**src/rtl/sr_display_rx.sv**
```systemverilog
`default_nettype none
// ============================================================================
// Module   : sr_display_rx
// Brief    : Display serial-link receiver. Oversamples sclk/sdata/latch,
//            rebuilds the segment frame and decodes each 7-segment byte to BCD.
// Revision : 1.0 - initial release
// ============================================================================
module sr_display_rx #(
    parameter int DIGITS      = 6,
    parameter int SEG_BITS    = 8,
    parameter int SYNC_STAGES = 2
) (
    input  logic                         i_clk,
    input  logic                         i_rst,
    input  logic                         i_sclk,
    input  logic                         i_sdata,
    input  logic                         i_latch,
    output logic [DIGITS*SEG_BITS-1:0]   o_segments,
    output logic [DIGITS*4-1:0]          o_bcd,
    output logic                         o_bcd_ok,
    output logic                         o_valid,
    output logic                         o_frame_err,
    output logic                         o_busy
);

    localparam int            c_N       = DIGITS * SEG_BITS;
    localparam int            c_CW      = $clog2(c_N + 2);
    localparam logic [c_CW-1:0] c_CNT_FULL = c_CW'(c_N);
    localparam logic [c_CW-1:0] c_CNT_MAX  = c_CW'(c_N + 1);

    logic [SYNC_STAGES-1:0] r_sclk_sync;
    logic [SYNC_STAGES-1:0] r_sdata_sync;
    logic [SYNC_STAGES-1:0] r_latch_sync;
    logic                   r_sclk_prev;
    logic                   r_latch_prev;
    logic [c_N-1:0]         r_shift;
    logic [c_CW-1:0]        r_cnt;

    logic                   w_sclk_rise;
    logic                   w_latch_rise;
    logic [c_N-1:0]         w_shift_next;
    logic [c_CW-1:0]        w_cnt_next;
    logic [c_N-1:0]         w_map;
    logic [DIGITS*4-1:0]    w_dec;
    logic [DIGITS-1:0]      w_legal;

    always_ff @(posedge i_clk or posedge i_rst) begin
        if (i_rst) begin
            r_sclk_sync  <= '0;
            r_sdata_sync <= '0;
            r_latch_sync <= '0;
            r_sclk_prev  <= 1'b0;
            r_latch_prev <= 1'b0;
        end else begin
            r_sclk_sync  <= {r_sclk_sync[SYNC_STAGES-2:0],  i_sclk};
            r_sdata_sync <= {r_sdata_sync[SYNC_STAGES-2:0], i_sdata};
            r_latch_sync <= {r_latch_sync[SYNC_STAGES-2:0], i_latch};
            r_sclk_prev  <= r_sclk_sync[SYNC_STAGES-1];
            r_latch_prev <= r_latch_sync[SYNC_STAGES-1];
        end
    end

    assign w_sclk_rise  = r_sclk_sync[SYNC_STAGES-1]  & ~r_sclk_prev;
    assign w_latch_rise = r_latch_sync[SYNC_STAGES-1] & ~r_latch_prev;

    // The shift is resolved before the latch looks at it, so a coincident
    // sclk/latch rise commits the post-shift frame.
    always_comb begin
        w_shift_next = r_shift;
        w_cnt_next   = r_cnt;
        if (w_sclk_rise) begin
            w_shift_next = {r_shift[c_N-2:0], r_sdata_sync[SYNC_STAGES-1]};
            if (r_cnt != c_CNT_MAX) begin
                w_cnt_next = r_cnt + 1'b1;
            end
        end
    end

    for (genvar k = 0; k < DIGITS; k++) begin : g_map
        assign w_map[SEG_BITS*k +: SEG_BITS] = w_shift_next[c_N-1-SEG_BITS*k -: SEG_BITS];
    end

    always_ff @(posedge i_clk or posedge i_rst) begin
        if (i_rst) begin
            r_shift     <= '0;
            r_cnt       <= '0;
            o_segments  <= '0;
            o_valid     <= 1'b0;
            o_frame_err <= 1'b0;
        end else begin
            r_shift     <= w_shift_next;
            r_cnt       <= w_cnt_next;
            o_valid     <= 1'b0;
            o_frame_err <= 1'b0;
            if (w_latch_rise) begin
                r_cnt <= '0;
                if (w_cnt_next == c_CNT_FULL) begin
                    o_segments <= w_map;
                    o_valid    <= 1'b1;
                end else begin
                    o_frame_err <= 1'b1;
                end
            end
        end
    end

    // Decoder works on the committed frame; dp (bit 7) never takes part.
    for (genvar k = 0; k < DIGITS; k++) begin : g_dec
        always_comb begin
            w_dec[4*k +: 4] = 4'hF;
            w_legal[k]      = 1'b1;
            case (o_segments[SEG_BITS*k +: 7])
                7'h3F:   w_dec[4*k +: 4] = 4'd0;
                7'h06:   w_dec[4*k +: 4] = 4'd1;
                7'h5B:   w_dec[4*k +: 4] = 4'd2;
                7'h4F:   w_dec[4*k +: 4] = 4'd3;
                7'h66:   w_dec[4*k +: 4] = 4'd4;
                7'h6D:   w_dec[4*k +: 4] = 4'd5;
                7'h7D:   w_dec[4*k +: 4] = 4'd6;
                7'h07:   w_dec[4*k +: 4] = 4'd7;
                7'h7F:   w_dec[4*k +: 4] = 4'd8;
                7'h6F:   w_dec[4*k +: 4] = 4'd9;
                default: w_legal[k]      = 1'b0;
            endcase
        end
    end

    always_ff @(posedge i_clk or posedge i_rst) begin
        if (i_rst) begin
            o_bcd    <= '0;
            o_bcd_ok <= 1'b0;
        end else if (o_valid) begin
            o_bcd    <= w_dec;
            o_bcd_ok <= &w_legal;
        end
    end

    assign o_busy = (r_cnt != '0);

endmodule
`default_nettype wire

```
**config.mk**
```make
export PLATFORM = sky130hd
export DESIGN_NAME = sr_display_rx
export DESIGN_NICKNAME = d
export VERILOG_FILES = /design/src/rtl/sr_display_rx.sv
export SDC_FILE = /design/constraint.sdc
export NUM_CORES = 1
export LEC_CHECK = 0
export ABC_AREA = 1
export CAP_MARGIN = 20
export CORE_ASPECT_RATIO = 0.6
export CORE_MARGIN = 2
export CORE_UTILIZATION = 32
export DETAILED_ROUTE_END_ITERATION = 10
export PLACE_DENSITY = 0.56
export SLEW_MARGIN = 10
export SYNTH_ARGS = -nofsm -noshare
export SYNTH_HDL_FRONTEND = slang
export SYNTH_SLANG_ARGS = --single-unit
```
**constraint.sdc**
```tcl
create_clock -name i_clk -period 8.27 [get_ports i_clk]
set_input_delay 2.481 -clock i_clk [delete_from_list [all_inputs] [get_ports i_clk]]
set_output_delay 2.481 -clock i_clk [all_outputs]
set_load 0.005 [all_outputs]
```
==> metrics.txt, run 1 <==
status=complete, no violations; Crit Path Max Fanout=5; layout cells sized above 1=5.08%; pwr dens=184 nW/um^2; hold crit path type=reg2reg; critical path arrival=1.70 ns; CP required=5.79 ns; hold_buf cts=0; Routed Antenna Nets=0; max_cap viols=0; total leakage power=4.04 nW; Routed WL=17,000 um; Post-Syn Nets=869; Buffers on Ports=80; Post-DP Area=7560 sq um; Vias=5,717; n_diodes=0; Slowest cell on crit path=clkdlybuf4s50_1; GRT Overall Usage=16.9%; CTS tree=yes; Period minus WS final=4.18 ns; Primary FF master, synth=dfrtp_1; fin nets=939; CTS H-tree lvls=4; setup TNS=0 ns; DR WL/cell=approximately 14 um; largest net degree at the start of global routing=73; DRT iter0 DRCs=424; Die ar.=21,500 sq um; cell family with most CP delay=buffers and inverters; row count=40; fin. max-slew vios=0; design area=between 8000 and 9000 sq um; Max Fclk=roughly 240 MHz; Mapped Cells=861; Vias/cell=roughly 4.7; Final HPWL DP=11,000 um; #FFs+latches synth=roughly 140; vias in the first global route=5,419; Avg Synthesized Cell Area=7.54 sq um; Cell Chain, Critical Path=inv_1 -> ha_1 -> nand4_1 -> clkdlybuf4s50_1; Slew Limit Headroom=between 40 and 50%; unrepaired setup endpoints after global routing=no; gr ovfl total=0; Layout Cells excl Fill=1,217; asr flop ratio synth=100%; core area=20,000 sq um; I/O pins=81; first-pass GRT wire length=28,700 um; number of enable flip-flop cells after synthesis=0; CP startpoint kind=flip-flop; Area growth syn-to-layout=25.1%; CP Buf/Inv Count=2; synthesized area=6500 sq um; root buffer cell=clkbuf_16; synth warn=0; fillers=slightly above 2,000; crit path kind=reg2out; RD Place Congestion=~0.86; Pwr Total=between 1 and 1.5 mW; Worst Tran Pin Value=0.832 ns; placed insts=1,185; worst-skew pair later-pin latency=0.42 ns; 1st-pass router iterations=8; initial antenna violation count=0; fin crit share=50.5%; Setup violations, final=0; Bufs on Longest Clock Path=2; max incr delay on CP=between 0.5 and 0.6 ns; Worst Skew=0.00826 ns; Die W=188 um; final hold vios=0; Worst setup EP type=primary output; Clock transition at path regs=0.06 ns; drt drc=0; starting density of the core=~33%; cts repair resizes=0; Clock Sinks=approximately 140; post-CTS setup buffers=0; sequential cell area fraction in the yosys report=a little over half; die height=114 um; Max VDD drop=around 0.00014 V; Netlist cell types=28; CTS buffer count=17
==> stage by stage <==
step	worst slack, ns	utilization [%]	hold WS, ns
floorplan	2.12	-	0.331
global placement	3.88	37.8	0.333
detailed placement	3.88	37.8	0.336
CTS	4.06	40.7	0.349
global route	4.03	40.7	0.359
finish	4.09	40.7	0.346
==> kinds of logic (layout without fill, tap and decap cells) <==
group	after synthesis	count (layout)	share of synthesized area, %
compound gates	44	44	3.66
fa+ha+maj	3	3	0.578
buf+inv	99	182	6.12
flops	137	137	52.8
simple gates	578	578	36.9
==> per-layer routing <==
layer | GRT usage (%) | part of all wire, % | routed length [um] | vias to the layer above
met5 | 0 | 0 | 0 | -
met4 | 4.83 | 1.1 | 182 | 0
met3 | 3.43 | 5.0 | 847 | 18
met2 | 22.9 | 39 | 6590 | 143
met1 | 26.7 | 55 | 9380 | 2674
li1 | - | - | - | 2882
==> state kept, by name (all words and copies together), names as in the netlist <==
name / flops
o_segments: 48
r_shift: 48
o_bcd: 24
r_cnt: 6
r_latch_sync: 2
r_sclk_sync: 2
r_sdata_sync: 2
o_bcd_ok: 1
o_frame_err: 1
o_valid: 1
r_latch_prev: 1
r_sclk_prev: 1
==> path summary, 6_finish.rpt <==
check	slack [ns]	end	start	depth (start not counted)
max in group asynchronous	4.43	r_shift[38]	i_rst	3
min in group asynchronous	2.53	r_sclk_sync[0]	i_rst	2
hold reg to reg	0.35	r_latch_sync[1]	r_latch_sync[0]	0
hold / removal	0.35	r_latch_sync[1]	r_latch_sync[0]	0
setup / recovery	4.09	o_busy	r_cnt[0]	4
setup reg to reg	5.14	o_segments[15]	r_cnt[1]	14
==> cell usage in the layout (no fill, tap or decap) <==
cell type        synthesis  routed
bufinv_16                0       1
clkdlybuf4s50_1          0      80
clkbuf_8                 0       5
clkinvlp_4               0       2
nand3_2                  1       1
inv_2                    3       3
nor3b_1                  2       2
inv_6                    0       1
o21ai_0                 14      14
o21bai_1                 1       1
buf_4                    2       8
nand4_1                 54      54
and3_1                   1       1
nor2_1                 111     110
ha_1                     3       3
or2_2                    1       1
nand3_1                 33      33
clkbuf_16                0      17
o21ai_1                  1       1
nor2_2                   3       1
clkbuf_1                24       3
clkinv_2                 0       4
nand3b_1                 1       1
a31oi_1                  8       8
inv_1                   59      58
nor2_4                   1       4
nand2_1                361     361
o211ai_1                 1       1
nor3_1                   9       9
a21oi_1                 18      18
dfrtp_1                137     137
a21boi_0                 1       1
==> cells in the mapped netlist (3+ instances only) <==
master / number / area [sq um]
nand2_1: 361 / 1360
dfrtp_1: 137 / 3430
nor2_1: 111 / 417
inv_1: 59 / 221
nand4_1: 54 / 338
nand3_1: 33 / 165
clkbuf_1: 24 / 90.1
a21oi_1: 18 / 90.1
o21ai_0: 14 / 70.1
buf_2: 9 / 45.0
nor3_1: 9 / 45.0
a31oi_1: 8 / 50.1
ha_1: 3 / 37.5
inv_2: 3 / 11.3
nor2_2: 3 / 18.8
==> report_power, final <==
group          total [mW]  switching (mW)  internal [mW]
sequential          0.701          0.0117          0.690
clock               0.732           0.280          0.452
combinational      0.0612          0.0448         0.0163
total                1.49           0.337           1.16
==> area by class of cell <==
class | instances | area (sq um) | share of cell area (%)
Clock buffer | 25 | 505 | 6.22
Clock inverter | 7 | 65.1 | 0.801
Inverter | 62 | 238 | 2.93
Multi-Input combinational cell | 625 | 2690 | 33.1
Sequential cell | 137 | 3430 | 42.2
Tap cell | 273 | 342 | 4.20
Timing Repair Buffer | 88 | 861 | 10.6
==> worst register-to-register path: stages (launching register included) <==
cell	delay (ns)
dfrtp_1	0.40
inv_1	0.08
ha_1	0.19
nand2_1	0.06
inv_1	0.05
nand3_1	0.10
nand2_1	0.08
nand2_1	0.08
nand2_1	0.09
nor2_4	0.10
buf_4	0.49
nand3_2	0.64
buf_4	0.49
nand2_1	0.11
nand2_1	0.05
Note: power is estimated with default switching activity, not from simulation.
==> run 2, diff against run 1 <==
==> constraint.sdc (replaced) <==
create_clock -name i_clk -period 4.2 [get_ports i_clk]
set_input_delay 1.26 -clock i_clk [delete_from_list [all_inputs] [get_ports i_clk]]
set_output_delay 1.26 -clock i_clk [all_outputs]
set_load 0.005 [all_outputs]
==> run 2 against run 1 <==
Net effect:
- die area unchanged
- critical path depth unchanged
- final cell count up 0.25%
- hold slack better by 0.0033 ns
- highest routed layer unchanged
- wire length down 0.11%
- final area up 2.0%
- critical endpoint unchanged
- count of clock-buffer cells in the layout down 7
- via count down 0.23%
- worst setup slack worse by 2.9 ns
- power up 120%
==> metrics.txt, run 2 (synthesis gave the netlist of run 1 again) <==
fillers=2,055; drt drc=0; layout cells sized above 1=5.70%; fin crit share=70.9%; hold endpoint=r_sdata_sync[1]; initial antenna violation count=0; CP required=2.94 ns; Clock transition at path regs=0.06 ns; cts repair resizes=0; CP startpoint kind=flip-flop; final hold slack=0.350 ns; Worst Tran Pin Value=0.774 ns; Worst setup EP type=primary output; Bufs on Longest Clock Path=2; Setup violations, final=0; setup TNS=0 ns; pwr dens=390 nW/um^2; CTS tree=yes; Routed Antenna Nets=0; critical path arrival=1.72 ns; DR WL/cell=approximately 14 um; final hold vios=0; fin. max-slew vios=0; starting density of the core=32.5%; Hold Crit Start=r_sdata_sync[0]; Layout Cells excl Fill=1,220; Clock Sinks=137; RD Place Congestion=0.853; Max VDD drop=0.000275 V; reg-to-reg startpoint=r_cnt[1]; top flop regs=o_segments x48, r_shift x48, o_bcd x24; commonest cells after routing, fill and taps aside=nand2_1 (361), dfrtp_1 (137), nor2_1 (110); Period minus WS final=slightly below 3 ns; row count=40; Vias=about 5,700; Buffers on Ports=80; first-pass GRT wire length=28,700 um; root buffer cell=clkbuf_16; R2R setup slack=1.66 ns; core area=20,000 sq um; commonest non-fill, non-tap cell in the layout=nand2_1; Vias/cell=~4.7; placed insts=1,188; Max Fclk=336 MHz; hold depth=0; CTS H-tree lvls=4; R2R depth=13; hold crit path type=reg2reg; max_cap viols=0; worst-skew pair later-pin latency=0.43 ns; Final HPWL DP=11,100 um; n_diodes=0; largest net degree at the start of global routing=56; Area growth syn-to-layout=27.6%; Routed WL=17,000 um; CTS buffer count=17; I/O pins=81; die height=114 um; unrepaired setup endpoints after global routing=no; crit path kind=reg2out; DRT iter0 DRCs=418; Die ar.=21,500 sq um; total leakage power=approximately 4.1 nW; Slew Limit Headroom=roughly half; post-CTS setup buffers=0; hold_buf cts=0; 1st-pass router iterations=4; Crit Path Max Fanout=5; GRT Overall Usage=about 17%; Worst Skew=0.00890 ns; vias in the first global route=around 5,300; status=complete, no violations; gr ovfl total=0; Die W=188 um; fin nets=942; Reg-to-Reg End=o_segments[9]
==> run 2: cell types whose count changed in the layout (fill, tap and decap cells not counted), sizes merged <==
| cell | previous run | this run |
|---|---|---|
| buf | 8 | 11 |
| clkinvlp | 2 | 5 |
| bufinv | 1 | 6 |
| clkinv | 4 | 3 |
| clkbuf | 25 | 18 |
==> run 2: per-layer routing <==
layer	wire length, um	GRT usage, %
met1	9750	27.4
met5	0	0
met4	131	5.51
met2	6330	22.0
met3	775	3.62
==> run 2: worst max-delay path by stage <==
| stage | cells past startpoint | endpoint | slack [ns] | from |
|---|---|---|---|---|
| 2_1_floorplan | 1 | o_bcd[0] | 1.23 | i_rst |
| 3_3_place_gp | 12 | o_segments[14] | 1.67 | r_cnt[0] |
| 3_5_place_dp | 12 | o_segments[11] | 1.62 | r_cnt[0] |
| 4_1_cts | 4 | o_busy | 1.18 | r_cnt[0] |
| 5_1_grt | 4 | o_busy | 1.12 | r_cnt[0] |
| 6_report | 4 | o_busy | 1.22 | r_cnt[0] |
==> run 2: final cells by class <==
| class | count | area, sq um | area share (%) |
|---|---|---|---|
| clock inverters | 14 | 245 | 2.96 |
| flip-flops and latches | 137 | 3430 | 41.4 |
| inverters | 62 | 236 | 2.85 |
| repair buffers | 91 | 908 | 11.0 |
| well taps | 273 | 342 | 4.12 |
| multi-input cells | 625 | 2690 | 32.4 |
| clock buffers | 18 | 439 | 5.30 |
==> run 2: metrics by stage <==
step	power (mW)	cell area [sq um]	util [%]	setup slack [ns]
6_report	3.23	8290	41.5	1.22
2_1_floorplan	1.48	6500	-	1.23
5_1_grt	3.37	8290	41.5	1.12
3_3_place_gp	1.53	7600	38.1	1.67
4_1_cts	3.28	8290	41.5	1.18
3_5_place_dp	1.53	7600	38.1	1.62
==> run 2: power by group <==
| part | internal [mW] | total [mW] | switching, mW |
|---|---|---|---|
| Combinational | 0.0365 | 0.127 | 0.0908 |
| Clock | 1.13 | 1.73 | 0.595 |
| Sequential | 1.36 | 1.38 | 0.0202 |
==> run 2: worst max-delay path, stage by stage (launching register included) <==
cell             delay (ns)
dfrtp_1                0.41
inv_1                  0.08
ha_1                   0.20
nand4_1                0.10
clkdlybuf4s50_1        0.51
==> run 3, diff against run 2 <==
==> constraint.sdc (replaced) <==
create_clock -name i_clk -period 2.9 [get_ports i_clk]
set_input_delay 0.87 -clock i_clk [delete_from_list [all_inputs] [get_ports i_clk]]
set_output_delay 0.87 -clock i_clk [all_outputs]
set_load 0.005 [all_outputs]
==> run 3 against run 2 <==
Net effect:
- combinational power increased by 48%
- sequential power is 45% higher
- critical endpoint unchanged
- utilization increased by 0.29 points
==> metrics.txt, run 3 (synthesis gave the netlist of run 1 again) <==
status=complete, no violations; Worst Tran Pin Value=0.735 ns; CP Buf/Inv Count=2; Area growth syn-to-layout=28.5%; reg-to-reg startpoint=r_cnt[0]; WL met2=6190 um; drt drc=0; setup TNS=0 ns; Die ar.=roughly 21,000 sq um; max incr delay on CP=between 0.5 and 0.6 ns; max_cap viols=0; RD Place Congestion=0.840; Vias=5,612; total leakage power=4.13 nW; largest net degree at the start of global routing=50; Pint=3.68 mW; Post-DP Area=7670 sq um; fin crit share=about nine tenths; CP startpoint kind=flip-flop; core area=around 20,000 sq um; CTS buffer count=17; initial antenna violation count=0; Routed WL=~16,000 um; row count=40; Clk network pwr share=a little over half; Die W=188 um; Crit. path cell count=4; worst setup path startpoint=r_cnt[0]; CTS tree=yes; commonest cells after routing, fill and taps aside=nand2_1 (361), dfrtp_1 (137), nor2_1 (110); Routed Antenna Nets=0; Slowest cell on crit path=clkdlybuf4s50_1; power share of the combinational group=4.0%; post-CTS setup buffers=0; crit path kind=reg2out; placed insts=1,190; cts repair resizes=0; R2R setup slack=0.79 ns; Final HPWL DP=11,000 um; DRT iter0 DRCs=359; R2R depth=11; vias in the first global route=5,474; Psw=992 uW; worst-skew pair later-pin latency=0.42 ns; Net Sw Frac=21.2%; root buffer cell=clkbuf_16; met3 routed WL=846 um; hold crit path type=reg2reg; pwr dens=between 500 and 600 nW/um^2; Bufs on Longest Clock Path=2; Max VDD drop=between 0.0003 and 0.0004 V; Period minus WS final=between 2 and 3 ns; Reg-to-Reg End=o_segments[11]; CP required=2.03 ns; 1st-pass router iterations=5; I/O pins=a little over 80; Vias/cell=4.59; Setup violations, final=0; commonest non-fill, non-tap cell in the layout=nand2_1; top flop regs=o_segments x48, r_shift x48, o_bcd x24; DR WL/cell=13.4 um; Clock transition at path regs=about 0.060 ns; unrepaired setup endpoints after global routing=no; hold_buf cts=0; layout cells sized above 1=5.69%; first-pass GRT wire length=between 20,000 and 30,000 um; highest metal used=met4; Worst Skew=roughly 0.0077 ns; n_diodes=0; Max Fclk=382 MHz; Worst setup EP type=primary output; critical path arrival=1.74 ns; fin nets=944; cell family with most CP delay=buffers and inverters; gr ovfl total=0; Slew Limit Headroom=50.9%; M1 WL=9140 um; Buffers on Ports=80; Clock Sinks=137; GRT Overall Usage=between 15 and 20%; design area=8350 sq um; CTS H-tree lvls=4; Layout Cells excl Fill=1,222; starting density of the core=roughly 33%; final hold vios=0; Crit Path Max Fanout=5; Critical Path End=o_busy; Cell Chain, Critical Path=inv_1 -> ha_1 -> nand4_1 -> clkdlybuf4s50_1; die height=114 um; part of the power in registers=42.7%; fin. max-slew vios=0
## run 3: cell count changes in the layout (fill, tap and decap cells not counted)
cell / change
buf_12: +4
inv_6: -1
clkinvlp_4: -2
buf_4: -2
clkbuf_1: +2
clkbuf_8: +1
clkinv_4: -1
clkinv_2: +1
## run 3: routing by layer
metal | vias to the layer above | GRT usage, %
li1 | 2897 | -
met1 | 2574 | 25.5
met2 | 126 | 22.6
met3 | 15 | 3.77
met4 | 0 | 5.04
met5 | - | 0
## run 3: power groups by stage
stage                     logic (mW)  clock network, mW  registers [mW]
final                          0.188               2.49            2.00
after global routing           0.218               2.64            2.00
after CTS                      0.192               2.55            2.00
after detailed placement       0.189                  0            2.03
after global placement         0.190                  0            2.03
after floorplan                0.122                  0            2.02
## run 3: stage by stage
stage	hold WS, ns	power (mW)	worst slack (ns)	utilization [%]
floorplan	0.331	2.15	0.323	-
global placement	0.334	2.22	0.776	38.4
finish	0.348	4.68	0.285	41.8
CTS	0.350	4.74	0.269	41.8
global route	0.354	4.86	0.177	41.8
detailed placement	0.337	2.22	0.734	38.4
## run 3: how the worst min path moves through the flow
| stage | from | endpoint | slack [ns] | depth (start not counted) |
|---|---|---|---|---|
| 2_1_floorplan | r_latch_sync[0] | r_latch_sync[1] | 0.33 | 0 |
| 3_3_place_gp | r_latch_sync[0] | r_latch_sync[1] | 0.33 | 0 |
| 3_5_place_dp | r_latch_sync[0] | r_latch_sync[1] | 0.34 | 0 |
| 4_1_cts | r_sdata_sync[0] | r_sdata_sync[1] | 0.35 | 0 |
| 5_1_grt | r_sdata_sync[0] | r_sdata_sync[1] | 0.35 | 0 |
| 6_report | r_sdata_sync[0] | r_sdata_sync[1] | 0.35 | 0 |
## run 3: area by class of cell
cell class | count | area (sq um)
Fill cell | 2032 | 11600
Sequential cell | 137 | 3430
Multi-Input combinational cell | 625 | 2690
Timing Repair Buffer | 93 | 973
Clock buffer | 21 | 460
Tap cell | 273 | 342
Inverter | 62 | 236
Clock inverter | 11 | 218
## run 3: worst register-to-register path, stage by stage (launching register included)
cell	delay (ns)
dfrtp_1	0.44
ha_1	0.22
nand2_1	0.06
inv_1	0.05
nand3_1	0.10
nand2_1	0.08
nand2_1	0.08
nand3_1	0.13
nor2_4	0.12
buf_4	0.45
nand4_1	0.21
nand2_1	0.11
